==> src/rtl/sd_dat_block_rx_if.sv <==
// Bus bundle for the SD 4-bit DAT block receiver: strobe/data/control
// towards the receiver, byte stream and status back out of it.
interface sd_dat_block_rx_if;
   logic       sd_sample;
   logic [3:0] dat_in;
   logic       start;
   logic       abort;
   logic       busy;
   logic [7:0] byte_data;
   logic       byte_valid;
   logic       done;
   logic       crc_err;
   logic       timeout;

   modport master (
      output sd_sample, dat_in, start, abort,
      input  busy, byte_data, byte_valid, done, crc_err, timeout
   );

   modport slave (
      input  sd_sample, dat_in, start, abort,
      output busy, byte_data, byte_valid, done, crc_err, timeout
   );
endinterface

==> src/rtl/sd_dat_block_rx.sv <==
// SD 4-bit DAT read-direction block receiver: start-bit hunt with timeout,
// nibble-to-byte deserialisation, per-line CRC16 check and end-bit check.
// All protocol progress is gated by the sd_sample strobe; outputs registered.
module sd_dat_block_rx #(
   parameter int unsigned BLOCK_BYTES     = 512,
   parameter int unsigned TIMEOUT_STROBES = 65535
) (
   input logic              clk,
   input logic              reset,
   sd_dat_block_rx_if.slave bus
);
   localparam int unsigned NIBBLES  = 2 * BLOCK_BYTES;
   localparam int unsigned NW       = $clog2(NIBBLES) + 1;
   localparam logic [NW-1:0] LAST_NIB = NW'(NIBBLES - 1);
   localparam logic [19:0]   TO_LIM   = 20'(TIMEOUT_STROBES);

   typedef enum logic [2:0] {S_IDLE, S_WAIT_START, S_DATA, S_CRC, S_END} state_t;

   state_t           r_state, w_state_nxt;
   logic             r_busy, w_busy_nxt;
   logic [7:0]       r_byte_data, w_byte_data_nxt;
   logic             r_byte_valid, w_byte_valid_nxt;
   logic             r_done, w_done_nxt;
   logic             r_crc_err, w_crc_err_nxt;
   logic             r_timeout, w_timeout_nxt;
   logic [19:0]      r_tcnt, w_tcnt_nxt, w_tcnt_inc;
   logic [NW-1:0]    r_ncnt, w_ncnt_nxt;
   logic [3:0]       r_hi, w_hi_nxt;
   logic [3:0][15:0] r_crc, w_crc_nxt;
   logic [3:0]       r_ccnt, w_ccnt_nxt;

   // Serial CRC16-CCITT step (x^16+x^12+x^5+1), MSB first.
   function automatic logic [15:0] crc_step(input logic [15:0] c, input logic b);
      logic fb;
      fb = c[15] ^ b;
      return {c[14:0], 1'b0} ^ (fb ? 16'h1021 : 16'h0000);
   endfunction

   assign w_tcnt_inc = r_tcnt + 20'd1;

   // Next-state and next-register computation; abort outranks everything.
   always_comb begin
      w_state_nxt      = r_state;
      w_busy_nxt       = r_busy;
      w_byte_data_nxt  = r_byte_data;
      w_byte_valid_nxt = 1'b0;
      w_done_nxt       = 1'b0;
      w_crc_err_nxt    = r_crc_err;
      w_timeout_nxt    = r_timeout;
      w_tcnt_nxt       = r_tcnt;
      w_ncnt_nxt       = r_ncnt;
      w_hi_nxt         = r_hi;
      w_crc_nxt        = r_crc;
      w_ccnt_nxt       = r_ccnt;
      if (r_state != S_IDLE && bus.abort) begin
         w_state_nxt = S_IDLE;
         w_busy_nxt  = 1'b0;
      end else begin
         case (r_state)
            S_IDLE: begin
               if (bus.start && !bus.abort) begin
                  w_state_nxt   = S_WAIT_START;
                  w_busy_nxt    = 1'b1;
                  w_crc_err_nxt = 1'b0;
                  w_timeout_nxt = 1'b0;
                  w_tcnt_nxt    = '0;
               end
            end
            S_WAIT_START: begin
               if (bus.sd_sample) begin
                  if (bus.dat_in == 4'h0) begin
                     w_state_nxt = S_DATA;
                     w_crc_nxt   = '0;
                     w_ncnt_nxt  = '0;
                  end else begin
                     w_tcnt_nxt = w_tcnt_inc;
                     if (w_tcnt_inc == TO_LIM) begin
                        w_timeout_nxt = 1'b1;
                        w_busy_nxt    = 1'b0;
                        w_state_nxt   = S_IDLE;
                     end
                  end
               end
            end
            S_DATA: begin
               if (bus.sd_sample) begin
                  for (int unsigned i = 0; i < 4; i++)
                     w_crc_nxt[i[1:0]] = crc_step(r_crc[i[1:0]], bus.dat_in[i[1:0]]);
                  if (!r_ncnt[0]) begin
                     w_hi_nxt = bus.dat_in;
                  end else begin
                     w_byte_data_nxt  = {r_hi, bus.dat_in};
                     w_byte_valid_nxt = 1'b1;
                  end
                  if (r_ncnt == LAST_NIB) begin
                     w_state_nxt = S_CRC;
                     w_ccnt_nxt  = '0;
                  end else begin
                     w_ncnt_nxt = r_ncnt + 1'b1;
                  end
               end
            end
            S_CRC: begin
               // Each computed CRC is shifted out MSB-first alongside the
               // received bits, so only bit 15 is ever compared.
               if (bus.sd_sample) begin
                  for (int unsigned i = 0; i < 4; i++) begin
                     if (bus.dat_in[i[1:0]] != r_crc[i[1:0]][15])
                        w_crc_err_nxt = 1'b1;
                     w_crc_nxt[i[1:0]] = {r_crc[i[1:0]][14:0], 1'b0};
                  end
                  w_ccnt_nxt = r_ccnt + 4'd1;
                  if (r_ccnt == 4'd15)
                     w_state_nxt = S_END;
               end
            end
            S_END: begin
               if (bus.sd_sample) begin
                  if (bus.dat_in != 4'hF)
                     w_crc_err_nxt = 1'b1;
                  w_done_nxt  = 1'b1;
                  w_busy_nxt  = 1'b0;
                  w_state_nxt = S_IDLE;
               end
            end
            default: w_state_nxt = S_IDLE;
         endcase
      end
   end

   // State and datapath registers.
   always_ff @(posedge clk or posedge reset) begin
      if (reset) begin
         r_state      <= S_IDLE;
         r_busy       <= 1'b0;
         r_byte_data  <= '0;
         r_byte_valid <= 1'b0;
         r_done       <= 1'b0;
         r_crc_err    <= 1'b0;
         r_timeout    <= 1'b0;
         r_tcnt       <= '0;
         r_ncnt       <= '0;
         r_hi         <= '0;
         r_crc        <= '0;
         r_ccnt       <= '0;
      end else begin
         r_state      <= w_state_nxt;
         r_busy       <= w_busy_nxt;
         r_byte_data  <= w_byte_data_nxt;
         r_byte_valid <= w_byte_valid_nxt;
         r_done       <= w_done_nxt;
         r_crc_err    <= w_crc_err_nxt;
         r_timeout    <= w_timeout_nxt;
         r_tcnt       <= w_tcnt_nxt;
         r_ncnt       <= w_ncnt_nxt;
         r_hi         <= w_hi_nxt;
         r_crc        <= w_crc_nxt;
         r_ccnt       <= w_ccnt_nxt;
      end
   end

   assign bus.busy       = r_busy;
   assign bus.byte_data  = r_byte_data;
   assign bus.byte_valid = r_byte_valid;
   assign bus.done       = r_done;
   assign bus.crc_err    = r_crc_err;
   assign bus.timeout    = r_timeout;
endmodule

==> src/flat_wrapper.sv <==
// flat-port wrapper written by rule: the top's interface ports become plain ports
module sd_dat_block_rx_flat 
#(
   parameter int unsigned BLOCK_BYTES     = 512,
   parameter int unsigned TIMEOUT_STROBES = 65535
)
  (clk, reset, bus_sd_sample, bus_dat_in, bus_start, bus_abort, bus_busy, bus_byte_data, bus_byte_valid, bus_done, bus_crc_err, bus_timeout);
  sd_dat_block_rx_if bus_i ();
  input logic clk;
  input logic reset;
  input wire logic [$bits(bus_i.sd_sample)-1:0] bus_sd_sample;
  input wire logic [$bits(bus_i.dat_in)-1:0] bus_dat_in;
  input wire logic [$bits(bus_i.start)-1:0] bus_start;
  input wire logic [$bits(bus_i.abort)-1:0] bus_abort;
  output wire logic [$bits(bus_i.busy)-1:0] bus_busy;
  output wire logic [$bits(bus_i.byte_data)-1:0] bus_byte_data;
  output wire logic [$bits(bus_i.byte_valid)-1:0] bus_byte_valid;
  output wire logic [$bits(bus_i.done)-1:0] bus_done;
  output wire logic [$bits(bus_i.crc_err)-1:0] bus_crc_err;
  output wire logic [$bits(bus_i.timeout)-1:0] bus_timeout;
  assign bus_i.sd_sample = bus_sd_sample;
  assign bus_i.dat_in = bus_dat_in;
  assign bus_i.start = bus_start;
  assign bus_i.abort = bus_abort;
  assign bus_busy = bus_i.busy;
  assign bus_byte_data = bus_i.byte_data;
  assign bus_byte_valid = bus_i.byte_valid;
  assign bus_done = bus_i.done;
  assign bus_crc_err = bus_i.crc_err;
  assign bus_timeout = bus_i.timeout;
  sd_dat_block_rx #(.BLOCK_BYTES(BLOCK_BYTES), .TIMEOUT_STROBES(TIMEOUT_STROBES)) u_core (.clk(clk), .reset(reset), .bus(bus_i));
endmodule
==> config.mk <==
export PLATFORM = sky130hd
export DESIGN_NAME = sd_dat_block_rx_flat
export DESIGN_NICKNAME = d
export VERILOG_FILES = /design/src/rtl/sd_dat_block_rx_if.sv /design/src/rtl/sd_dat_block_rx.sv /design/src/flat_wrapper.sv
export SDC_FILE = /design/constraint.sdc
export NUM_CORES = 1
export LEC_CHECK = 0
export ABC_AREA = 1
export BUFFER_PORTS_ARGS = -buffer_cell sky130_fd_sc_hd__buf_2
export CAP_MARGIN = 20
export CORE_MARGIN = 10
export CORE_UTILIZATION = 40
export CTS_CLUSTER_DIAMETER = 60
export CTS_CLUSTER_SIZE = 30
export DETAILED_ROUTE_END_ITERATION = 10
export MAX_ROUTING_LAYER = met4
export PLACE_DENSITY = 0.52
export REMOVE_ABC_BUFFERS = 1
export SYNTH_ARGS = -nofsm -noshare
export SYNTH_HDL_FRONTEND = slang
export SYNTH_SLANG_ARGS = --single-unit
==> constraint.sdc <==
create_clock -name clk -period 4.4 [get_ports clk]
set_input_delay 0.22 -clock clk [delete_from_list [all_inputs] [get_ports clk]]
set_output_delay 0.22 -clock clk [all_outputs]
set_load 0.01 [all_outputs]
==> flow_metrics.tcl <==
set metrics [dict create \
    die_area_um2 19500 \
    gp_congestion 0.894 \
    synth_top_area_share_pct 51.9 \
    cap_violations 0 \
    grt_pass1_vias 4369 \
    drtIter0Drc 247 \
    cts_buffers 17 \
    root_buffer "clkbuf_16" \
    setup_viol 0 \
    hp-class "in2async" \
    syn_avg_cell_area_um2 8.46 \
    finalCritPeriodShare_pct 59.9 \
    die_y_um 140 \
    max_freq_mhz 379 \
    vdd_drop_max_mv 0.361 \
    dpl.hpwl_um 8300 \
    n_fill_cell 1390 \
    post_cts_resize_count 0 \
    htreeDepth 4 \
    grtUsageTotal_pct 13.5 \
    yosys-top-cells-count "nand2_1, dfrtp_1, inv_1, o21ai_0, o22ai_1" \
    grt_antenna_before_repair 0 \
    clockBufferDepth 2 \
    rows 43 \
    pre_cts_ws_ns 1.70 \
    fin_ws_ns 1.76 \
    die_w_um 140 \
    cp-end-kind "register" \
    n_antenna_cell 0 \
    post-route-util_pct 47.2 \
    leakage_nw 3.09 \
    gr-total-overflow 0 \
    worstPathMaxFanout 56 \
    viasPerCell 5.01 \
    wl_per_cell_um 13.6 \
    drive_gt1_share_pct 14.0 \
    slew_violations 0 \
    start_util_pct 41.1 \
    fin_hold_ws_ns 0.00743 \
    first_pass_iters 5 \
    syn_inst 679 \
    finalHoldViolations 0 \
    post_cts_buffers 0 \
    status "finished clean" \
    synth-edff-count 0 \
    core-area_um2 14000 \
    clock_sinks 119 \
    timing_worst_setup_path_type "reg2reg" \
    fin_worst_skew_ns 0.00478 \
    vias 4479 \
    crit_arrival_ns 2.90 \
    power.density_nw_per_um2 627 \
    grt_pass1_wl_um 21200 \
    io_buffers 21 \
    drc_errors 0 \
    synth_seq_cells 119 \
    ant_nets 0 \
    dp.cells 862 \
    fin_cells 894 \
    layout.nets 714 \
    pin_count 22 \
    synth_ff_type "dfrtp_1" \
    syn_area_um2 5740 \
    ys.warnings.count 0 \
    yosysTopAreaCell "dfrtp_1" \
    synth.area.top_cells "dfrtp_1, nand2_1, inv_1" \
    post-synth-top-count-cell "nand2_1" \
    cts_hold_buf 0 \
    cts.clk_slew.worst_paths_ns 0.06 \
    clk_latency_ns 0.42 \
    cts_tree "built" \
    synthArstFlopShare_pct 100 \
    fin_setup_tns_ns 0 \
    startpoint_type "register" \
    drt-total-wl_um 12200 \
    yosys.cell_types.count 38 \
    max_slew.worst_pin.slew_ns 0.958 \
    synth-seq-area-share_pct 51.9 \
    area_delta_synth_final_pct 14.9 \
    rsz0062_at_grt "no" \
    crit_required_ns 4.66 \
    period_needed_ns 2.64 \
    r2r.worst_path.cells 8 \
    slew_headroom_pct 36.2 \
    grt_max_degree 80 \
]
[placed cells by master (no fill, tap or decap), drive strengths merged, types with 7 or more instances in the layout]
| master | Yosys | routed |
|---|---|---|
| nand3 | 35 | 35 |
| buf | 14 | 22 |
| nand4 | 10 | 10 |
| o22ai | 49 | 49 |
| dfrtp | 119 | 119 |
| clkbuf | 5 | 17 |
| inv | 116 | 122 |
| o21ai | 73 | 73 |
| nand2 | 162 | 162 |
| nor3 | 10 | 10 |
| nor2 | 49 | 49 |
| xor2 | 7 | 7 |
[worst paths after layout]
path                                          startpoint                            end  slack [ns]
setup / recovery           u_core.r_state[0]$_DFFE_PP0P_   u_core.r_crc[21]$_DFFE_PP0P_        1.76
hold / removal                                     reset   u_core.r_tcnt[7]$_DFFE_PP0P_       0.007
setup reg to reg           u_core.r_state[0]$_DFFE_PP0P_   u_core.r_crc[21]$_DFFE_PP0P_        1.76
hold reg to reg             u_core.r_ncnt[2]$_DFFE_PP0P_   u_core.r_ncnt[2]$_DFFE_PP0P_        0.46
max in group asynchronous                          reset  u_core.r_ncnt[10]$_DFFE_PP0P_        3.29
min in group clk                           bus_dat_in[3]     u_core.r_hi[3]$_DFFE_PP0P_        0.14
[critical path, cell delays in order (launching register included)]
cell and delay (ns):
dfrtp_1 0.50, inv_1 0.12, nor3_2 0.06, inv_2 0.12
nor2_1 0.08, o21ai_2 0.68, inv_2 0.59, nand2_1 0.20
o21ai_0 0.10
[flip-flops by register name (all words and copies together), names as in the netlist]
register / flops
u_core.bus.timeout: 1
u_core.r_ncnt: 11
u_core.r_crc: 64
u_core.bus.done: 1
u_core.bus.byte_data: 8
u_core.bus.byte_valid: 1
u_core.bus.busy: 1
u_core.r_ccnt: 4
u_core.r_hi: 4
u_core.r_state: 3
u_core.r_tcnt: 20
u_core.bus.crc_err: 1
[final cells by class]
cell class | instances | area (um^2) | share of cell area, %
clock inverters | 15 | 193 | 2.92
flip-flops and latches | 119 | 2980 | 45.1
well taps | 180 | 225 | 3.41
inverters | 116 | 440 | 6.67
repair buffers | 22 | 113 | 1.71
clock buffers | 17 | 425 | 6.45
multi-input cells | 425 | 2230 | 33.7
[where the power goes]
group	internal, W	switching [W]
combinational	0.000354	0.000758
clock	0.000904	0.000537
sequential	0.00143	0.000158
total	0.00268	0.00145
[cell families (layout without fill, tap and decap cells)]
family	count (synthesis)	after routing	synth area share [%]
AO/OA/AOI/OAI	140	140	14.3
XOR/XNOR	12	12	1.83
adder cells (fa/ha/maj)	4	4	0.871
buffers and inverters	135	170	9.39
flip-flops	119	119	51.9
AND/OR/NAND/NOR	269	269	21.8
[metrics by stage]
stage          instance area, um^2  power, W
4_1_cts                       6600   0.00419
2_1_floorplan                 5640   0.00241
3_3_place_gp                  5980   0.00270
5_1_grt                       6600   0.00443
6_report                      6600   0.00414
3_5_place_dp                  5980   0.00272
[metal layers]
layer / track usage, % / vias to the layer above / wire length (um)
li1: - / 2270 / -
met1: 17.0 / 2124 / 5930
met2: 19.7 / 67 / 5680
met3: 3.88 / 18 / 397
met4: 5.71 / 0 / 191
met5: - / - / 0
Power figures use the tool's default switching activity.
